--- config.mk ---
export PLATFORM = sky130hd
export DESIGN_NAME = mac_stream_engine
export DESIGN_NICKNAME = d
export VERILOG_FILES = /design/src/rtl/mac_stream_engine.sv
export SDC_FILE = /design/constraint.sdc
export NUM_CORES = 1
export LEC_CHECK = 0
export BUFFER_PORTS_ARGS = -buffer_cell sky130_fd_sc_hd__buf_2
export CAP_MARGIN = 10
export CORE_MARGIN = 1.5
export CORE_UTILIZATION = 50
export DETAILED_ROUTE_END_ITERATION = 8
export MAX_ROUTING_LAYER = met4
export PLACE_DENSITY = 0.8
export SYNTH_ARGS = -nofsm -noshare
export SYNTH_HDL_FRONTEND = slang
export SYNTH_SLANG_ARGS = --single-unit
--- constraint.sdc ---
create_clock -name clk_i -period 13.6 [get_ports clk_i]
set_input_delay 2.72 -clock clk_i [delete_from_list [all_inputs] [get_ports clk_i]]
set_output_delay 2.72 -clock clk_i [all_outputs]
set_load 0.1 [all_outputs]
--- src/rtl/mac_stream_engine.sv ---
// MAC stream engine: multiplies packed signed 16-bit operand pairs from stream a, accumulates, emits one sum on d.
// Define MAC_STREAM_ENGINE_SAT_EN for saturating accumulation; the default build wraps modulo 2^32.
module mac_stream_engine #(
  parameter int unsigned CNT_LEN = 1024,
  localparam int unsigned CW = $clog2(CNT_LEN) + 1
) (
  input  logic          clk_i,
  input  logic          rst_ni,
  input  logic          test_mode_i,
  input  logic [31:0]   a_data_i,
  input  logic [3:0]    a_strb_i,
  input  logic          a_valid_i,
  output logic          a_ready_o,
  output logic [31:0]   d_data_o,
  output logic [3:0]    d_strb_o,
  output logic          d_valid_o,
  input  logic          d_ready_i,
  input  logic          ctrl_clear_i,
  input  logic          ctrl_enable_i,
  input  logic          ctrl_start_i,
  input  logic [CW-1:0] ctrl_len_i,
  output logic [CW-1:0] flags_cnt_out_o,
  output logic          flags_mat_valid_o
);

  typedef enum logic [1:0] {IDLE, ACCUM, OUTPUT} state_t;

  state_t        state;
  logic [31:0]   acc;
  logic [31:0]   acc_next;
  logic [CW-1:0] cnt;
  logic [CW-1:0] cnt_next;
  logic [CW-1:0] len_q;
  logic          d_valid;
  logic          mat_valid;
  logic [31:0]   op_x;
  logic [31:0]   op_y;
  logic [31:0]   prod;
  logic          unused;

  assign unused = ^{test_mode_i, a_strb_i};

  // Both operands fit in 16 bits, so the 32-bit product can never overflow.
  assign op_x = {{16{a_data_i[31]}}, a_data_i[31:16]};
  assign op_y = {{16{a_data_i[15]}}, a_data_i[15:0]};
  assign prod = op_x * op_y;

`ifdef MAC_STREAM_ENGINE_SAT_EN
  logic [32:0] sum_ext;
  assign sum_ext = {acc[31], acc} + {prod[31], prod};
  always_comb begin
    acc_next = sum_ext[31:0];
    if (sum_ext[32] != sum_ext[31]) begin
      acc_next = sum_ext[32] ? 32'h8000_0000 : 32'h7FFF_FFFF;
    end
  end
`else
  assign acc_next = acc + prod;
`endif

  assign cnt_next  = cnt + CW'(1);
  assign a_ready_o = (state == ACCUM) && ctrl_enable_i;

  assign d_data_o          = acc;
  assign d_strb_o          = 4'hF;
  assign d_valid_o         = d_valid;
  assign flags_cnt_out_o   = cnt;
  assign flags_mat_valid_o = mat_valid;

  // Clear beats every other input and may abandon a result still waiting on d.
  always_ff @(posedge clk_i or negedge rst_ni) begin
    if (!rst_ni) begin
      state     <= IDLE;
      acc       <= '0;
      cnt       <= '0;
      len_q     <= '0;
      d_valid   <= 1'b0;
      mat_valid <= 1'b0;
    end else begin
      mat_valid <= 1'b0;
      if (ctrl_clear_i) begin
        state   <= IDLE;
        acc     <= '0;
        cnt     <= '0;
        d_valid <= 1'b0;
      end else begin
        case (state)
          IDLE: begin
            if (ctrl_start_i && (ctrl_len_i != '0)) begin
              len_q <= ctrl_len_i;
              acc   <= '0;
              cnt   <= '0;
              state <= ACCUM;
            end
          end
          ACCUM: begin
            if (a_valid_i && a_ready_o) begin
              acc <= acc_next;
              cnt <= cnt_next;
              if (cnt_next == len_q) begin
                state   <= OUTPUT;
                d_valid <= 1'b1;
              end
            end
          end
          OUTPUT: begin
            // The result handshake completes even while the engine is disabled.
            if (d_ready_i) begin
              d_valid   <= 1'b0;
              mat_valid <= 1'b1;
              state     <= IDLE;
            end
          end
          default: state <= IDLE;
        endcase
      end
    end
  end

endmodule
# After elaboration in Yosys (flattened, before gate mapping)
# Cells that the tools add are included.
# Widths: inputs -> output; s select.
# totals
reg_bits	58
wordCells	50
# op_classes
add_sub_neg	2
n_eq_ne	7
n_reduce_logical	11
n_mux	22
multipliers	1
bitwise_logic	1
# ops
cell	n
$mux 32	3
$pmux 32 s2	1
$mux 11	3
$add 32x32->32	1
$mul 16x16->32	1
$pmux 11 s2	1
$add 11x1->11 const B	1
$eq 11x11->1	1
$reduce_bool 11->1	1
$mux 2	5
$reduce_and 4->1	2
$mux 1	7
$ne 3x2->1 const B	2
$ne 3x3->1 const B	2
$pmux 2 s3	1
$reduce_and 3->1	2
$reduce_bool 3->1	2
$logic_and 1x1->1	3
$eq 2x1->1 const B	1
$eq 2x2->1 const B	1
$logic_not 2->1	1
$pmux 1 s2	1
$not 1->1	1

# Longest topological paths before layout
# Gate-level depths: netlist (run 1).
# depth
depth_word	6
ltp_mapped	24
ltp_nobuf	22

# Worst setup path after synthesis (run 1)
# No wires, ideal clock.
# synth_timing
path_kind	in2reg
from	input port a_data_i[1]
to	register acc[28] (netlist: d_data_o[28])
required_time_ps	13530
arrival_ps	8139
setup_time_ps	70
path_stages	21
setup_slack_ps	5391
cell_sequence	clkbuf_1 nand2_1 inv_1 fa_1 inv_1 fa_1 inv_1 fa_1 fa_1 fa_1 inv_1 fa_1 inv_1 ha_1 clkbuf_1 a21oi_1 nand2_1 a31oi_1 o21bai_1 or4b_1 nand3_1
# synth_via
elab_chain_cells	5
# synth_lines
element	line	text
start: declaration	10	input logic [31:0] a_data_i,
$mul 16x16->32	46	assign prod = op_x * op_y;
$add 32x32->32	58	assign acc_next = acc + prod;
$mux 32	97	if (a_valid_i && a_ready_o) begin
$pmux 32 s2	87	case (state)
$mux 32	81	if (ctrl_clear_i) begin
end signal: assignment	98	acc <= acc_next;
end: declaration	29	logic [31:0] acc;
# Every way passes these cells. The select of a mux whose other input is x is not followed.
# A chain may end at the register's enable or synchronous reset.

# Worst setup path after layout (run 1)
# layout_timing
from	input port a_data_i[1]
to	register acc[30] (netlist: d_data_o[30])
# The elaborated chain is that of the path after synthesis.

==> impl_metrics.py, run 1 <==
metrics = {
    "synth": {
        "async_flop_share_pct": 100,
        "syn_inst": 1465,
        "yosysWarnings": 0,
        "synth_area_leaders": "fa_1 43%, dfrtp_1 11%, inv_1 9.4%, ha_1 9.1%, and2_1 5.7%",
        "yosys.area.top_type": "fa_1",
        "synth_area_um2": 13600,
        "synth_ff_type": "dfrtp_1",
        "synth_cell_type_count": 55,
        "synth_top_area_share_pct": 42.9,
        "yosysSeqAreaShare_pct": 10.7,
        "synth_seq_cells": 58,
        "syn_area_per_cell_um2": 9.29,
        "synth_edf_count": 0,
    },
    "worst_setup_path": {
        "critPathBufInv": 6,
        "worst_ep_required_time_ps": 13800,
        "r2r_slack_ps": 8360,
        "crit_family": "adder cells",
        "endpoint_kind": "flip-flop",
        "cp_max_fo": 16,
        "cpMaxStageDelayCell": "fa_1",
        "cp_common_cell": "fa_1",
        "path_class": "in2reg",
        "max_stage_delay_ps": 740,
        "crit_path_start_kind": "input port",
        "path_cells": "buf_2, nand2_1, inv_1, fa_1, inv_1, fa_1, inv_1, fa_1, fa_1, fa_1, inv_1, fa_1, inv_1, ha_1, a21oi_1, nand2_1, a31oi_1, o21bai_1, a21oi_1, a32oi_1, xnor2_1, o21ai_1",
        "worstPathArrival_ps": 8760,
    },
    "clock_tree": {
        "cts_root_buffer": "clkbuf_16",
        "cts_resized": 0,
        "cts.sinks": 58,
        "cts_made_buffers": 9,
        "postCtsSetupBuffers": 0,
        "clock_latency_ps": 330,
        "cts_max_level": 3,
        "cts_tree": "yes",
        "path_clk_slew_ps": 60,
        "cts_buffer_depth": 2,
        "hold_buffers": 0,
    },
    "layout": {
        "drive_above_1_share_pct": 8.66,
        "syn2layout_area_growth_pct": 7.02,
        "fin_nets": 1966,
        "final_cell_mix": "340 x inv_1, 292 x fa_1, 166 x nand2_1",
        "fin_cells": 1867,
        "final_common_cell": "inv_1",
    },
    "drt": {
        "wl_um": 31200,
        "vias": 10200,
        "dr.pass1.iters": 5,
        "ant_nets": 0,
        "wl_per_cell_um": 16.7,
        "drc": 0,
        "drt_iter0_markers": 567,
        "via_per_inst": 5.45,
    },
    "grt": {
        "track_usage_pct": 24.5,
        "antenna_found_initial": 1,
        "first_global_vias": 11000,
        "grt_pass1_wl_um": 53300,
        "grt_max_degree": 59,
        "grt-ovfl-total": 0,
    },
    "timing": {
        "period_share_pct": 63.0,
        "layout_min_cycle_time_ps": 8560,
        "rsz0062_at_grt": "no",
        "setup_tns_ps": 0,
        "fmaxAchievable_mhz": 117,
        "tightestPinTransition_ps": 1130,
        "drv_slew": 0,
        "slew_headroom_pct": 24.3,
        "hold_viol": 0,
        "fin_skew_ps": 9.75,
        "setup_viol": 0,
    },
    "die": {
        "dieArea_um2": 28200,
        "row_count": 60,
        "fp.coreArea_um2": 26900,
        "start_util_pct": 50.7,
        "io_pins": 105,
        "dieWidth_um": 168,
        "die_h_um": 168,
    },
    "outcome": {
        "status": "finished, final reports clean",
    },
    "flow_run": {
        "maxCapViolCount": 0,
    },
    "placed_design": {
        "dp_hpwl_um": 25800,
        "port_buffers": 95,
        "place_congestion": 0.942,
        "dp_cells": 1850,
    },
    "worst_hold_path": {
        "hold_path_class": "reg2reg",
    },
}
## state kept, by name, summed over array words and instances (netlist names)
name               cells
d_data_o              32
flags_cnt_out_o       11
len_q                 11
state                  2
d_valid_o              1
flags_mat_valid_o      1
## per-stage QoR
stage / instance area, um2 / hold slack (ps) / setup WS [ps] / util (%)
after floorplan: 13600 / 492 / 5390 / -
after global placement: 14300 / 495 / 4890 / 53.2
after detailed placement: 14300 / 500 / 4760 / 53.2
after CTS: 14600 / 511 / 5090 / 54.2
after global routing: 14600 / 536 / 4670 / 54.2
final: 14600 / 514 / 5040 / 54.2
## cell families after synthesis
| kind of cell | share of synthesized area, % |
|---|---|
| flip-flops | 10.7 |
| AO/OA/AOI/OAI | 7.04 |
| adder cells (fa/ha/maj) | 52.0 |
| multiplexers | 1.13 |
| buffers and inverters | 11.4 |
| XOR/XNOR | 3.47 |
| other | 0.0275 |
| AND/OR/NAND/NOR | 14.2 |
## cells in the mapped netlist, types with 3 or more instances
library cell / n
a22o_1: 7
buf_6: 3
nand2_1: 166
o21bai_1: 4
dfrtp_1: 58
fa_1: 292
nand3_1: 13
xor2_1: 21
mux2_2: 11
xnor2_1: 33
nor3_1: 11
mux2i_1: 3
ha_1: 99
o21ai_1: 44
a2111oi_0: 5
o21ai_0: 12
and3_1: 5
a211o_1: 3
a21oi_1: 34
and2_1: 125
o21a_1: 3
nand4_1: 7
a31oi_1: 8
nor2_1: 45
clkbuf_1: 48
nand2b_1: 8
a21o_1: 12
inv_1: 340
o31ai_1: 5
buf_4: 5
## area by class of cell
cell class                 count  area [um2]
clock inverter                 5        30.0
sequential                    58        1450
antenna                        1        2.50
clock buffer                  11         243
timing repair buffer          99         505
multi-input combinational   1012       10600
inverter                     340        1280
tap                          341         427
fill                        2322       12300
## worst register-to-register path: stages, from the launching register on
cell and delay (ps):
dfrtp_1 360, inv_1 80, fa_1 500, inv_1 60, fa_1 490, fa_1 520, fa_1 550, inv_1 50
fa_1 470, inv_1 40, ha_1 400, nand2_1 100, nor2_1 150, nand2_1 80, o211ai_1 510, nand4_1 210
a32oi_1 290, xnor2_1 160, o21ai_1 80
## routing by layer
layer	up-vias	part of all wire, %	global-route usage (%)
met5	-	0	-
met4	0	2.6	7.29
met3	72	5.6	3.17
met2	354	52	42.3
met1	5221	40	30.2
li1	4523	-	-
## worst paths after layout
| path | cells past startpoint | from | end |
|---|---|---|---|
| worst max-delay path | 22 | a_data_i[1] | d_data_o[30] |
| worst min-delay path | 1 | d_valid_o | d_valid_o |
| worst max register to register | 18 | d_data_o[15] | d_data_o[30] |
| worst min register to register | 1 | d_valid_o | d_valid_o |
| max in group asynchronous | 2 | rst_ni | d_data_o[0] |
| min in group asynchronous | 2 | rst_ni | d_data_o[28] |
Power of run 1 is left out: the tool's default activity adds up to more than one toggle a clock period on the data nets, which glitch-free logic cannot reach.
==> run 2, diff against run 1 <==
- ABC_AREA: not set -> 1
- PLACE_DENSITY: 0.8 -> 0.83
- clock period: 13.6 -> 7.8 ns (I/O delays scaled with it)
==> run 2 against run 1 <==
  * Hold slack got worse by 47 ps
  * Critical endpoint is now d_data_o[23]
  * Clock skew fell by 3.8 ps
  * Non-clock buffer count did not move
  * Synthesized cell count rose by 26%
  * Register-to-register slack got worse by 5400 ps
  * Die area rose by 6.2%
  * Global-route usage rose by 0.85 points
  * Cell count rose by 22%
==> impl_metrics.py, run 2 <==
metrics = {
    "outcome": {
        "status": "finished, final reports clean",
    },
    "worst_setup_path": {
        "reg2reg_depth": 17,
        "path_cells": "buf_2, nand2_1, inv_1, fa_1, inv_1, fa_1, inv_1, fa_1, fa_1, fa_1, inv_1, fa_1, inv_1, ha_1, a21oi_1, o21ai_0, inv_1, nand2_1, a21oi_1, nand2_1, or2_2, nand3_2, nand2_1",
        "path_class": "in2reg",
        "cpMaxStageDelayCell": "fa_1",
        "endpoint_kind": "flip-flop",
        "worstPathArrival_ps": 7300,
        "max_stage_delay_ps": 580,
        "cp_max_fo": 16,
        "crit_family": "adder cells",
        "critPathBufInv": 7,
        "worst_ep_required_time_ps": 8020,
        "crit_path_start_kind": "input port",
        "crit_cells": 23,
    },
    "synth": {
        "yosys.area_share.simple_pct": 19.4,
        "synth_compound_area_share_pct": 4.09,
        "synth_area_leaders": "fa_1 40%, inv_1 14%, nand2_1 12%, dfrtp_1 10%, ha_1 8.6%",
        "synth_area_um2": 14500,
        "synth_top_family_by_area": "adder cells",
        "async_flop_share_pct": 100,
        "synth_fa_ha_area_share_pct": 48.9,
        "synth_top_area_share_pct": 40.4,
        "yosysMostFrequentCell": "inv_1",
        "synth-xor-area-share_pct": 0.968,
        "syn_area_per_cell_um2": 7.85,
        "yosysWarnings": 0,
        "yosysSeqAreaShare_pct": 10.0,
        "synth_edf_count": 0,
        "syn_inst": 1845,
        "synth_cell_type_count": 46,
        "yosys.area.top_type": "fa_1",
        "synthTopCellsByCount": "528 x inv_1, 470 x nand2_1, 292 x fa_1, 99 x ha_1, 67 x nor2_1",
        "synth_ff_type": "dfrtp_1",
        "synth_seq_cells": 58,
        "synthMuxAreaShare_pct": 0.156,
    },
    "drt": {
        "wl_um": 34500,
        "vias": 11600,
        "wl_per_cell_um": 15.2,
        "drt_iter0_markers": 609,
        "dr.pass1.iters": 6,
        "drc": 0,
        "ant_nets": 0,
        "via_per_inst": 5.09,
    },
    "clock_tree": {
        "hold_buffers": 0,
        "cts_max_level": 3,
        "cts_resized": 0,
        "cts_root_buffer": "clkbuf_16",
        "postCtsSetupBuffers": 0,
        "cts_made_buffers": 9,
        "path_clk_slew_ps": 60,
        "clock_latency_ps": 330,
        "cts_buffer_depth": 2,
        "cts.sinks": 58,
        "cts_tree": "yes",
    },
    "worst_hold_path": {
        "hold_path_class": "reg2reg",
        "holdPathStages": 2,
    },
    "layout": {
        "largest_reg_flops": 32,
        "syn2layout_area_growth_pct": 6.52,
        "final_common_cell": "inv_1",
        "drive_above_1_share_pct": 8.73,
        "final_cell_mix": "528 x inv_1, 470 x nand2_1, 292 x fa_1",
        "fin_nets": 2330,
        "antennaDiodeCount": 0,
    },
    "die": {
        "dieArea_um2": 30000,
        "die_h_um": 173,
        "start_util_pct": 50.6,
        "fp.coreArea_um2": 28600,
        "dieWidth_um": 173,
        "io_pins": 105,
        "row_count": 62,
    },
    "grt": {
        "antenna_found_initial": 0,
        "grt_pass1_wl_um": 60100,
        "track_usage_pct": 25.3,
        "grt-ovfl-total": 0,
        "grt_max_degree": 59,
        "first_global_vias": 12700,
    },
    "timing": {
        "fin_skew_ps": 5.91,
        "setup_viol": 0,
        "period_share_pct": 90.8,
        "tightestPinTransition_ps": 792,
        "layout_min_cycle_time_ps": 7080,
        "slew_headroom_pct": 47.0,
        "rsz0062_at_grt": "no",
        "fmaxAchievable_mhz": 141,
        "hold_viol": 0,
        "setup_tns_ps": 0,
        "drv_slew": 0,
    },
    "placed_design": {
        "dp_hpwl_um": 29700,
        "port_buffers": 95,
        "place_congestion": 0.940,
    },
    "flow_run": {
        "maxCapViolCount": 0,
    },
}
## run 2: cell types whose count changed after synthesis, sizes merged, moves of 14 or more
cell   change
nand2    +309
xnor2     -21
or2       +14
o21ai     -23
nand3     +58
inv      +196
xor2      -17
and2     -125
nor2      +27
## run 2: worst min-delay path, delay by kind of cell (launching register included)
family | cells | cell delay (ps)
DFF | 1 | 340
and+or+nand+nor | 2 | 90
## run 2: final timing paths
path                                      to    startpoint  slack, ps
worst min-delay path               d_valid_o     d_valid_o        470
worst min register to register     d_valid_o     d_valid_o        470
max in group asynchronous        d_data_o[4]        rst_ni       5910
worst max register to register  d_data_o[22]  d_data_o[15]       2950
min in group asynchronous       d_data_o[31]        rst_ni       1380
worst max-delay path            d_data_o[23]  a_data_i[31]        720
## run 2: layer usage
metal	vias up	share of wire, %	track usage [%]
met1	5754	42	31.5
met4	0	2.3	7.32
met5	-	0	-
met2	383	52	44.1
li1	5361	-	-
met3	73	4.4	2.51
## run 2: logic make-up after synthesis
kind of cell | Yosys count
compound gates | 100
xor+xnor | 16
fa+ha+maj | 391
buf+inv | 610
flops | 58
mux | 2
other cells | 1
simple gates | 667
## run 2: cell type report
class                      count  area, um2
multi-input combinational   1180      10700
clock buffer                  10        239
tap                          384        480
inverter                     536       2020
sequential                    58       1450
fill                        2492      13200
timing repair buffer          99        505
clock inverter                 6       66.3
## run 2: stage by stage
stage	instances	setup WS (ps)	cell area, um2	util [%]	hold WS (ps)
floorplan	1848	962	14500	-	472
global placement	2257	446	15100	52.8	458
detailed placement	2257	371	15100	52.8	467
CTS	2273	703	15400	53.9	481
global route	2273	420	15400	53.9	513
finish	2273	719	15400	53.9	467
Power of run 2 is left out for the same reason.
==> run 3, diff against run 2 <==
- CELL_PAD_IN_SITES_DETAIL_PLACEMENT: not set -> 1
- CELL_PAD_IN_SITES_GLOBAL_PLACEMENT: not set -> 1
- CORE_UTILIZATION: 50 -> 43
- PLACE_DENSITY: 0.83 -> 0.92
==> run 3 against run 2 <==
  * Sequential share of layout area decreased by 0.058 points
  * Flip-flop and latch count stayed put
  * Count of clock-buffer cells in the layout is the same
  * Global-route usage is 3.5 points higher
  * Non-clock buffer count grew 2
  * Wire length increased by 34%
  * Critical path depth down 2
  * Fmax fell by 4.9%
  * Highest routed layer unchanged
==> impl_metrics.py, run 3 (same netlist as run 2, synthesis figures left out) <==
metrics = {
    "outcome": {
        "status": "finished, final reports clean",
    },
    "die": {
        "row_count": 67,
        "io_pins": 105,
        "dieWidth_um": 187,
        "dieArea_um2": 34800,
        "start_util_pct": 43.4,
        "fp.coreArea_um2": 33400,
        "die_h_um": 187,
    },
    "placed_design": {
        "dp_hpwl_um": 39900,
        "port_buffers": 95,
        "dp_cells": 2323,
        "place_congestion": 0.919,
    },
    "layout": {
        "drive_above_1_share_pct": 8.83,
        "antennaDiodeCount": 0,
        "final_common_cell": "inv_1",
        "fin_cells": 2339,
        "largest_reg_flops": 32,
        "syn2layout_area_growth_pct": 7.18,
        "fin_nets": 2332,
        "fillers": 4214,
        "final_cell_mix": "528 x inv_1, 470 x nand2_1, 292 x fa_1",
    },
    "grt": {
        "grt-ovfl-total": 0,
        "grtUsageMet2_pct": 52.1,
        "grtUsageMet1_pct": 30.8,
        "grt_pass1_wl_um": 76100,
        "first_global_vias": 14600,
        "track_usage_pct": 28.8,
        "top_usage_layer": "met2",
        "grt_use_met3_pct": 2.73,
        "antenna_found_initial": 0,
        "grt_max_degree": 59,
    },
    "worst_setup_path": {
        "worstPathArrival_ps": 7680,
        "path_class": "in2reg",
        "endpoint_kind": "flip-flop",
        "crit_path_start_kind": "input port",
        "worst_ep_required_time_ps": 8040,
        "cp_max_fo": 16,
    },
    "drt": {
        "drt_iter0_markers": 573,
        "wl_per_cell_um": 19.7,
        "wl_um": 46100,
        "dr.pass1.iters": 5,
        "ant_nets": 0,
        "via_per_inst": 5.25,
        "drc": 0,
        "vias": 12300,
    },
    "clock_tree": {
        "postCtsSetupBuffers": 0,
        "cts_root_buffer": "clkbuf_16",
        "hold_buffers": 0,
        "clock_latency_ps": 360,
        "cts_tree": "yes",
        "cts_buffer_depth": 2,
        "cts_max_level": 3,
        "cts_made_buffers": 9,
        "path_clk_slew_ps": 60,
        "cts.sinks": 58,
        "cts_resized": 0,
    },
    "timing": {
        "hold_viol": 0,
        "fin_skew_ps": 5.42,
        "slew_headroom_pct": 44.2,
        "layout_min_cycle_time_ps": 7450,
        "setup_tns_ps": 0,
        "setup_viol": 0,
        "period_share_pct": 95.5,
        "rsz0062_at_grt": "no",
        "tightestPinTransition_ps": 834,
        "fmaxAchievable_mhz": 134,
        "drv_slew": 0,
    },
    "worst_hold_path": {
        "hold_path_class": "reg2reg",
    },
    "flow_run": {
        "maxCapViolCount": 0,
    },
}
==> run 3: cell count changes in the layout (fill, tap and decap cells not counted), sizes merged <==
cell  delta
buf      +2
==> run 3: per-layer routing <==
layer	vias up	wire [um]	part of all wire (%)
met4	0	2620	5.7
li1	5380	-	-
met2	440	24800	54
met3	178	1940	4.2
met1	6286	16700	36
met5	-	0	0
==> run 3: layout make-up <==
type,instances,area (um2),area share [%]
Clock inverter,6,66.3,0.427
Multi-Input combinational cell,1180,10700,68.7
Clock buffer,10,239,1.54
Timing Repair Buffer,101,520,3.35
Sequential cell,58,1450,9.35
Tap cell,448,561,3.61
Inverter,536,2020,13.0
==> run 3: worst max-delay path, cell delays in order <==
cell and delay [ps]:
buf_2 220, nand2_1 210, inv_1 100, fa_1 580
inv_1 80, fa_1 590, inv_1 420, fa_1 570
fa_1 560, fa_1 540, inv_1 80, fa_1 500
inv_1 50, ha_1 370, a21oi_1 220, a21boi_0 330
o21ai_0 150, a21oi_1 260, nand3_1 110, nand3_1 110
nand2_1 60
==> run 3: per-stage QoR <==
| step | hold WS [ps] | cell area, um2 | util (%) | worst slack [ps] |
|---|---|---|---|---|
| finish | 487 | 15500 | 46.5 | 354 |
| global route | 501 | 15500 | 46.5 | 185 |
| CTS | 488 | 15500 | 46.5 | 496 |
| detailed placement | 473 | 15200 | 45.6 | 154 |
| global placement | 453 | 15200 | 45.6 | 415 |
| floorplan | 472 | 14500 | - | 962 |
==> run 3: path summary, 6_finish.rpt <==
kind,cells after the start,from,end,slack [ps]
max,21,a_data_i[1],d_data_o[30],350
min,2,d_valid_o,d_valid_o,490
max reg2reg,18,d_data_o[15],d_data_o[24],2780
min reg2reg,2,d_valid_o,d_valid_o,490
max in group asynchronous,2,rst_ni,d_data_o[2],5860
min in group asynchronous,2,rst_ni,d_data_o[31],1390
Power of run 3 is left out for the same reason.
